## src/rtl/apb_pkg.sv

```systemverilog
// Shared APB definitions: transfer-phase state encoding and default bus widths,
// used by the requester and by the register slaves.
package apb_pkg;

    typedef enum logic [1:0] {
        IDLE   = 2'b00,
        SETUP  = 2'b01,
        ACCESS = 2'b10
    } apb_state_t;

    localparam int APB_DW_DEF = 32;
    localparam int APB_AW_DEF = 5;

endpackage : apb_pkg

```

## src/rtl/apb_master.sv

```systemverilog
// APB4 requester: single-beat valid/ready commands become SETUP/ACCESS transfers,
// one response pulse per command. Optional wait-state abort under APB_MASTER_TIMEOUT_EN.
module apb_master
    import apb_pkg::*;
#(
    parameter int  DW        = APB_DW_DEF,
    parameter int  AW        = APB_AW_DEF,
    parameter int  TO_CYCLES = 16,
    localparam int SW        = DW / 8
) (
    input  logic          pclk,
    input  logic          preset,
    input  logic          i_cmd_valid,
    output logic          o_cmd_ready,
    input  logic [AW-1:0] i_cmd_addr,
    input  logic          i_cmd_write,
    input  logic [DW-1:0] i_cmd_wdata,
    input  logic [SW-1:0] i_cmd_strb,
    output logic          o_rsp_valid,
    output logic [DW-1:0] o_rsp_rdata,
    output logic          o_rsp_slverr,
    output logic          o_rsp_timeout,
    output logic [AW-1:0] o_paddr,
    output logic          o_pwrite,
    output logic          o_psel,
    output logic          o_penable,
    output logic [DW-1:0] o_pwdata,
    output logic [SW-1:0] o_pstrb,
    input  logic [DW-1:0] i_prdata,
    input  logic          i_pslverr,
    input  logic          i_pready
);

    apb_state_t    state_r;
    apb_state_t    next_state_s;
    logic          handshake_s;
    logic          done_s;
    logic          timeout_s;

    logic          psel_r;
    logic          penable_r;
    logic [AW-1:0] paddr_r;
    logic          pwrite_r;
    logic [DW-1:0] pwdata_r;
    logic [SW-1:0] pstrb_r;

    logic          rsp_valid_r;
    logic [DW-1:0] rsp_rdata_r;
    logic          rsp_slverr_r;
    logic          rsp_timeout_r;

    assign handshake_s = i_cmd_valid && (state_r == IDLE);
    assign done_s      = (state_r == ACCESS) && i_pready;

`ifdef APB_MASTER_TIMEOUT_EN
    localparam int CW = $clog2(TO_CYCLES + 1);

    logic [CW-1:0] to_cnt_r;

    // Wait-state counter: zeroed in SETUP so it starts clean on entering ACCESS
    always_ff @(posedge pclk) begin
        if (preset) begin
            to_cnt_r <= {CW{1'b0}};
        end else if (state_r == SETUP) begin
            to_cnt_r <= {CW{1'b0}};
        end else if ((state_r == ACCESS) && !i_pready && (to_cnt_r != CW'(TO_CYCLES))) begin
            to_cnt_r <= to_cnt_r + CW'(1);
        end else begin
            to_cnt_r <= to_cnt_r;
        end
    end

    // The wait cycle that brings the count to TO_CYCLES is the last one; pready in it still wins
    assign timeout_s = (state_r == ACCESS) && !i_pready && (to_cnt_r == CW'(TO_CYCLES - 1));
`else
    // TO_CYCLES is non-negative, so this is a constant 0 that keeps the parameter referenced
    assign timeout_s = (TO_CYCLES < 0);
`endif

    // Transfer-phase state register
    always_ff @(posedge pclk) begin
        if (preset) begin
            state_r <= IDLE;
        end else begin
            state_r <= next_state_s;
        end
    end

    // Next-state decode
    always_comb begin
        next_state_s = state_r;
        case (state_r)
            IDLE: begin
                if (i_cmd_valid) begin
                    next_state_s = SETUP;
                end else begin
                    next_state_s = IDLE;
                end
            end
            SETUP: begin
                next_state_s = ACCESS;
            end
            ACCESS: begin
                if (done_s || timeout_s) begin
                    next_state_s = IDLE;
                end else begin
                    next_state_s = ACCESS;
                end
            end
            default: begin
                next_state_s = IDLE;
            end
        endcase
    end

    // APB request registers; fields are loaded only on handshake so they stay stable and hold in IDLE
    always_ff @(posedge pclk) begin
        if (preset) begin
            psel_r    <= 1'b0;
            penable_r <= 1'b0;
            paddr_r   <= {AW{1'b0}};
            pwrite_r  <= 1'b0;
            pwdata_r  <= {DW{1'b0}};
            pstrb_r   <= {SW{1'b0}};
        end else begin
            psel_r    <= (next_state_s != IDLE);
            penable_r <= (next_state_s == ACCESS);
            if (handshake_s) begin
                paddr_r  <= i_cmd_addr;
                pwrite_r <= i_cmd_write;
                pwdata_r <= i_cmd_write ? i_cmd_wdata : {DW{1'b0}};
                pstrb_r  <= i_cmd_write ? i_cmd_strb  : {SW{1'b0}};
            end else begin
                paddr_r  <= paddr_r;
                pwrite_r <= pwrite_r;
                pwdata_r <= pwdata_r;
                pstrb_r  <= pstrb_r;
            end
        end
    end

    // Response registers: fields are non-zero only during the one-cycle valid pulse
    always_ff @(posedge pclk) begin
        if (preset) begin
            rsp_valid_r   <= 1'b0;
            rsp_rdata_r   <= {DW{1'b0}};
            rsp_slverr_r  <= 1'b0;
            rsp_timeout_r <= 1'b0;
        end else if (done_s) begin
            rsp_valid_r   <= 1'b1;
            rsp_rdata_r   <= pwrite_r ? {DW{1'b0}} : i_prdata;
            rsp_slverr_r  <= i_pslverr;
            rsp_timeout_r <= 1'b0;
        end else if (timeout_s) begin
            rsp_valid_r   <= 1'b1;
            rsp_rdata_r   <= {DW{1'b0}};
            rsp_slverr_r  <= 1'b1;
            rsp_timeout_r <= 1'b1;
        end else begin
            rsp_valid_r   <= 1'b0;
            rsp_rdata_r   <= {DW{1'b0}};
            rsp_slverr_r  <= 1'b0;
            rsp_timeout_r <= 1'b0;
        end
    end

    assign o_cmd_ready   = (state_r == IDLE);
    assign o_psel        = psel_r;
    assign o_penable     = penable_r;
    assign o_paddr       = paddr_r;
    assign o_pwrite      = pwrite_r;
    assign o_pwdata      = pwdata_r;
    assign o_pstrb       = pstrb_r;
    assign o_rsp_valid   = rsp_valid_r;
    assign o_rsp_rdata   = rsp_rdata_r;
    assign o_rsp_slverr  = rsp_slverr_r;
    assign o_rsp_timeout = rsp_timeout_r;

endmodule : apb_master

```

## config.mk

```make
export PLATFORM = sky130hd
export DESIGN_NAME = apb_master
export DESIGN_NICKNAME = d
export VERILOG_FILES = /design/src/rtl/apb_pkg.sv /design/src/rtl/apb_master.sv
export SDC_FILE = /design/constraint.sdc
export NUM_CORES = 1
export LEC_CHECK = 0
export ABC_AREA = 1
export CORE_ASPECT_RATIO = 0.7
export CORE_MARGIN = 2
export CORE_UTILIZATION = 42
export CTS_CLUSTER_SIZE = 16
export DETAILED_ROUTE_END_ITERATION = 10
export GPL_TIMING_DRIVEN = 0
export PLACE_DENSITY_LB_ADDON = 0.2
export SLEW_MARGIN = 20
export SYNTH_ARGS = -nofsm -noshare
export SYNTH_HDL_FRONTEND = slang
export SYNTH_SLANG_ARGS = --single-unit
export TNS_END_PERCENT = 10
```

## constraint.sdc

```tcl
create_clock -name pclk -period 1.5 [get_ports pclk]
set_input_delay 0.15 -clock pclk [delete_from_list [all_inputs] [get_ports pclk]]
set_output_delay 0.15 -clock pclk [all_outputs]
set_load 0.01 [all_outputs]
```

==> results by stage <==
Synthesis:
- The netlist area before placement is 2990 um^2.
- After synthesis, the largest family of logic cells by area is simple AND/OR/NAND/NOR gates.
- The dominant cell type by area after synthesis is sky130_fd_sc_hd__dfxtp_1.
- The sequential element share of the synthesized area is around 54%.
- Summing the areas of all fa, ha and maj instances in the mapped netlist gives 0% of the synthesized area.
- Summing the areas of all compound-gate instances in the mapped netlist gives 6.52% of the synthesized area.
- Yosys attributes the largest share of cell area to sky130_fd_sc_hd__dfxtp_1 (54%), sky130_fd_sc_hd__nand2_1 (9.9%), sky130_fd_sc_hd__inv_1 (9.3%), sky130_fd_sc_hd__nand3_1 (6.4%), sky130_fd_sc_hd__a21oi_1 (6.2%).
- Synthesis produced 391 cells.
- The synthesized area per cell is 7.65 um^2.
- The number of nets produced by synthesis is 470.
- The total of warnings raised by yosys is 0.
- In this run, synthesis produced a sequential element count of 80.
- The number of unique standard cell types used by synthesis is 20.
- Summing the areas of all xor and xnor instances in the mapped netlist gives 0% of the synthesized area.
- After Yosys synthesis, and, or, nand and nor cells account for 25.7% of the synthesized area.
- The share of synthesized area in the top cell type comes to 53.5%.
- The portion of synthesized area spent on multiplexers is 0%.

Pwr:
- The reported net switching power is between 0.001 and 0.0015 W.
- The total power per unit cell area is slightly above 900 nW/um^2.
- The combinational fraction of design power is 16.4%.
- The switching share of total power is 25.7%.
- The internal portion of the total power is 0.00338 W.
- Of the total power, the clock network draws 34.4%.
- The post-layout total power is 0.00455 W.
- The share of total power in sequential cells is 49.3%.
- In this run the static leakage power is roughly 2.2 nW.
- The maximum VDD drop is around 0.00057 V.

Global route:
- The largest net degree at the start of global routing is 15.
- The sum of overflow across all layers after global routing is 0.
- The initial antenna violation count is 0.
- The met3 demand-to-capacity share in global routing is 6.23%.
- The met2 routing resource usage after global routing is 34.8%.
- The most congested layer reported by global routing is met2.
- The number of global-route vias before repair is 2698.
- The global routing met1 resource utilization is 26.0%.
- The first-pass GRT wire length is 12.7 mm.
- Global routing consumed, over all layers together, 20.7% of the routing resources.

Layout:
- The area added between synthesis and finish is 62.7%.
- In the final design database the tool counted 637 nets.
- The share of final-layout standard cells stronger than drive strength 1 is 9.41%.
- Leaving out fill and tap cells, the most frequent cell in the layout is sky130_fd_sc_hd__clkdlybuf4s50_1.
- In the layout the commonest cells are sky130_fd_sc_hd__clkdlybuf4s50_1 (154), sky130_fd_sc_hd__nand2_1 (79), sky130_fd_sc_hd__dfxtp_1 (79), sky130_fd_sc_hd__inv_1 (74), sky130_fd_sc_hd__nand3_1 (38).
- The repair_antennas step left the layout with diodes totalling 0.
- After filler insertion, the fill cell instance count of the layout stands at 574.
- Once layout is complete, the utilization of the core stands at 71.4%.
- Leaving out filler cells and counting taps, the final layout contains ~660.

Min path:
- The path category of the worst min-delay check is input port to flip-flop.

Setup path:
- STA classifies the critical path endpoint as an output port.
- For the worst setup path, the data arrival time is 1.30 ns.
- Counting both buffers and inverters, the worst setup path holds a total of 1.
- The logic depth of the worst path, buffers included is 1.
- The endpoint identified for the worst register-to-register timing path is o_pwdata[31]$_SDFFE_PP0P_.
- The signal on the critical path passes through clkdlybuf4s50_1.
- The kind of critical path is flip-flop to output port.
- The maximum fanout along the worst path is 3.
- The worst setup path is launched from a flip-flop.
- On the critical path, the stage with the largest delay is an instance of sky130_fd_sc_hd__clkdlybuf4s50_1.
- The worst register-to-register path begins at state_r[1]$_SDFF_PP0_.
- The family with the most delay on the worst path is buffers and inverters.
- In this design, the stage delay of the slowest critical-path cell is 0.59 ns.
- The worst register-to-register path has a setup slack of 0.26 ns.
- The number of cells on the worst reg-to-reg path is 6.
- The origin of the worst setup path is o_pwrite$_SDFFE_PP0P_.
- The critical path ends at o_pwrite.
- STA puts the critical path data required time at 1.35 ns.

STA:
- The final setup violation count is 0.
- The post-layout minimum cycle time is approximately 1.4 ns.
- The number of pins with negative max-slew slack in the final report is 0.
- Based on the critical path, the design can be clocked at up to just under 700 MHz.
- Setup repair after global routing left no endpoint under its margin.
- The setup skew after layout is 0.00525 ns.
- The final critical path takes up 96.6% of the cycle.
- The final hold violation count was 0.

Flow run:
- The total of max-cap violations is 0.

Floorplan:
- In this run the count of I/O pins placed on the die edge is 159.
- The horizontal die dimension is 105 um.
- The initial cell density of the core is 43.9%.
- The die is between 70 and 80 um tall.
- The core region is around 6800 um^2.
- After floorplanning, the core was divided into 25 placement rows.
- The total die area is 7820 um^2.

Run status:
- The flow ran to the end, and the final reports show no timing, DRC or antenna violations.

Detailed routing:
- Using the TritonRoute via totals, the vias-per-cell ratio works out to 4.42.
- The via count is between 2000 and 3000.
- The remaining antenna violation count after routing is 0.
- Before antenna repair, the detailed router went through 5 iterations.
- The number of design rule violations left after detail routing is 0.
- In this run, the number of DRC markers left after iteration 0 of detailed routing was about 110.
- After detailed routing, the total wire length is 8.16 mm.
- Dividing the detail-routed wire length by the instance count gives 12.4 um.

CTS:
- Clock latency on the worst-skew pair, taken at its later pin, is roughly 0.35 ns.
- Buffers inserted during clock tree synthesis total 9.
- In this run the deepest clock path goes through 2 buffers.
- The TritonCTS clock tree is yes.
- Clock-pin slew was measured on the worst setup and hold paths at 0.08 ns.
- The cell sitting at the root of the clock tree is a sky130_fd_sc_hd__clkbuf_8.
- The clock net sink count is 80.
- The H-tree was split into 3 levels.

Placed design:
- The post-placement cell count is 640.
- The count of input and output buffers is approximately 160.
- The estimated wirelength of the detail-placed design is ~6.2 mm.
- At the end of routability-driven placement, the weighted congestion stood at 0.801.
==> cell families (layout without fill, tap and decap cells) <==
family | count (synthesis) | after routing
AOI/OAI and AO/OA | 39 | 39
DFF | 80 | 80
buffers and inverters | 100 | 272
other | 1 | 1
and+or+nand+nor | 171 | 171
==> power groups by stage <==
stage | clock, W | sequential [W] | combinational (W)
3_3_place_gp | 0 | 0.00229 | 0.000728
2_1_floorplan | 0 | 0.00232 | 0.000279
6_report | 0.00156 | 0.00224 | 0.000744
4_1_cts | 0.00161 | 0.00224 | 0.000750
3_5_place_dp | 0 | 0.00229 | 0.000742
5_1_grt | 0.00169 | 0.00225 | 0.000819
==> registers in the layout, indices dropped and copies added (netlist names), 2 cells and up <==
name         cells
o_paddr          5
o_pstrb          4
o_rsp_rdata     32
o_pwdata        32
state_r          2
==> metrics by stage <==
| step | hold slack (ns) | setup slack, ns | setup TNS [ns] | area [um^2] |
|---|---|---|---|---|
| 2_1_floorplan | 0.234 | 0.487 | 0 | 2990 |
| 3_3_place_gp | 0.448 | -0.0447 | -0.0447 | 4660 |
| 3_5_place_dp | 0.454 | -0.0423 | -0.0423 | 4660 |
| 4_1_cts | 0.178 | 0.0299 | 0 | 4870 |
| 5_1_grt | 0.227 | 0.00985 | 0 | 4870 |
| 6_report | 0.189 | 0.0512 | 0 | 4870 |
==> timing repair <==
action | CTS | global route
setup buffers | 1 | 0
resized for setup | 3 | 0
setup endpoints to repair | 1 | 0
hold buffers | 0 | 0
==> layout make-up <==
cell class / instances / area, um^2 / share of cell area [%]
repair buffers: 156 / 1560 / 32.0
plain buffers: 25 / 144 / 2.96
inverters: 75 / 282 / 5.79
clock buffers: 9 / 124 / 2.55
flip-flops and latches: 80 / 1600 / 32.9
multi-input cells: 211 / 967 / 19.9
well taps: 94 / 118 / 2.42
clock inverters: 7 / 71.3 / 1.47
==> per-layer routing <==
layer | share of wire (%) | vias up | wire length (um)
li1 | - | 1497 | -
met1 | 43 | 1300 | 3520
met3 | 7.0 | 10 | 573
met2 | 48 | 94 | 3950
met5 | 0 | - | 0
met4 | 1.3 | 0 | 110
==> how the worst min path moves through the flow <==
stage	from	end	slack, ns	depth (start not counted)
after floorplan	preset	o_rsp_valid$_SDFF_PP0_	0.23	1
after global placement	o_pwdata[19]$_SDFFE_PP0P_	o_pwdata[19]$_SDFFE_PP0P_	0.45	2
after detailed placement	o_pwdata[19]$_SDFFE_PP0P_	o_pwdata[19]$_SDFFE_PP0P_	0.45	2
after CTS	i_cmd_valid	o_paddr[4]$_SDFFE_PP0P_	0.18	4
after global routing	i_cmd_valid	o_paddr[4]$_SDFFE_PP0P_	0.23	4
final	i_cmd_valid	o_paddr[4]$_SDFFE_PP0P_	0.19	4
==> synthesized netlist by cell type <==
cell,n
sky130_fd_sc_hd__clkbuf_1,6
sky130_fd_sc_hd__inv_2,1
sky130_fd_sc_hd__nor3_4,1
sky130_fd_sc_hd__dfxtp_1,80
sky130_fd_sc_hd__o21ai_0,2
sky130_fd_sc_hd__nor2_1,33
sky130_fd_sc_hd__buf_6,3
sky130_fd_sc_hd__nand3b_1,5
sky130_fd_sc_hd__inv_1,74
sky130_fd_sc_hd__conb_1,1
sky130_fd_sc_hd__nand2_4,1
sky130_fd_sc_hd__nand3_1,38
sky130_fd_sc_hd__buf_2,14
sky130_fd_sc_hd__nor2_4,1
sky130_fd_sc_hd__buf_4,2
sky130_fd_sc_hd__nor2_2,10
sky130_fd_sc_hd__nand2_1,79
sky130_fd_sc_hd__and2_1,1
sky130_fd_sc_hd__nand2_2,2
sky130_fd_sc_hd__a21oi_1,37
Power figures use the tool's default switching activity.
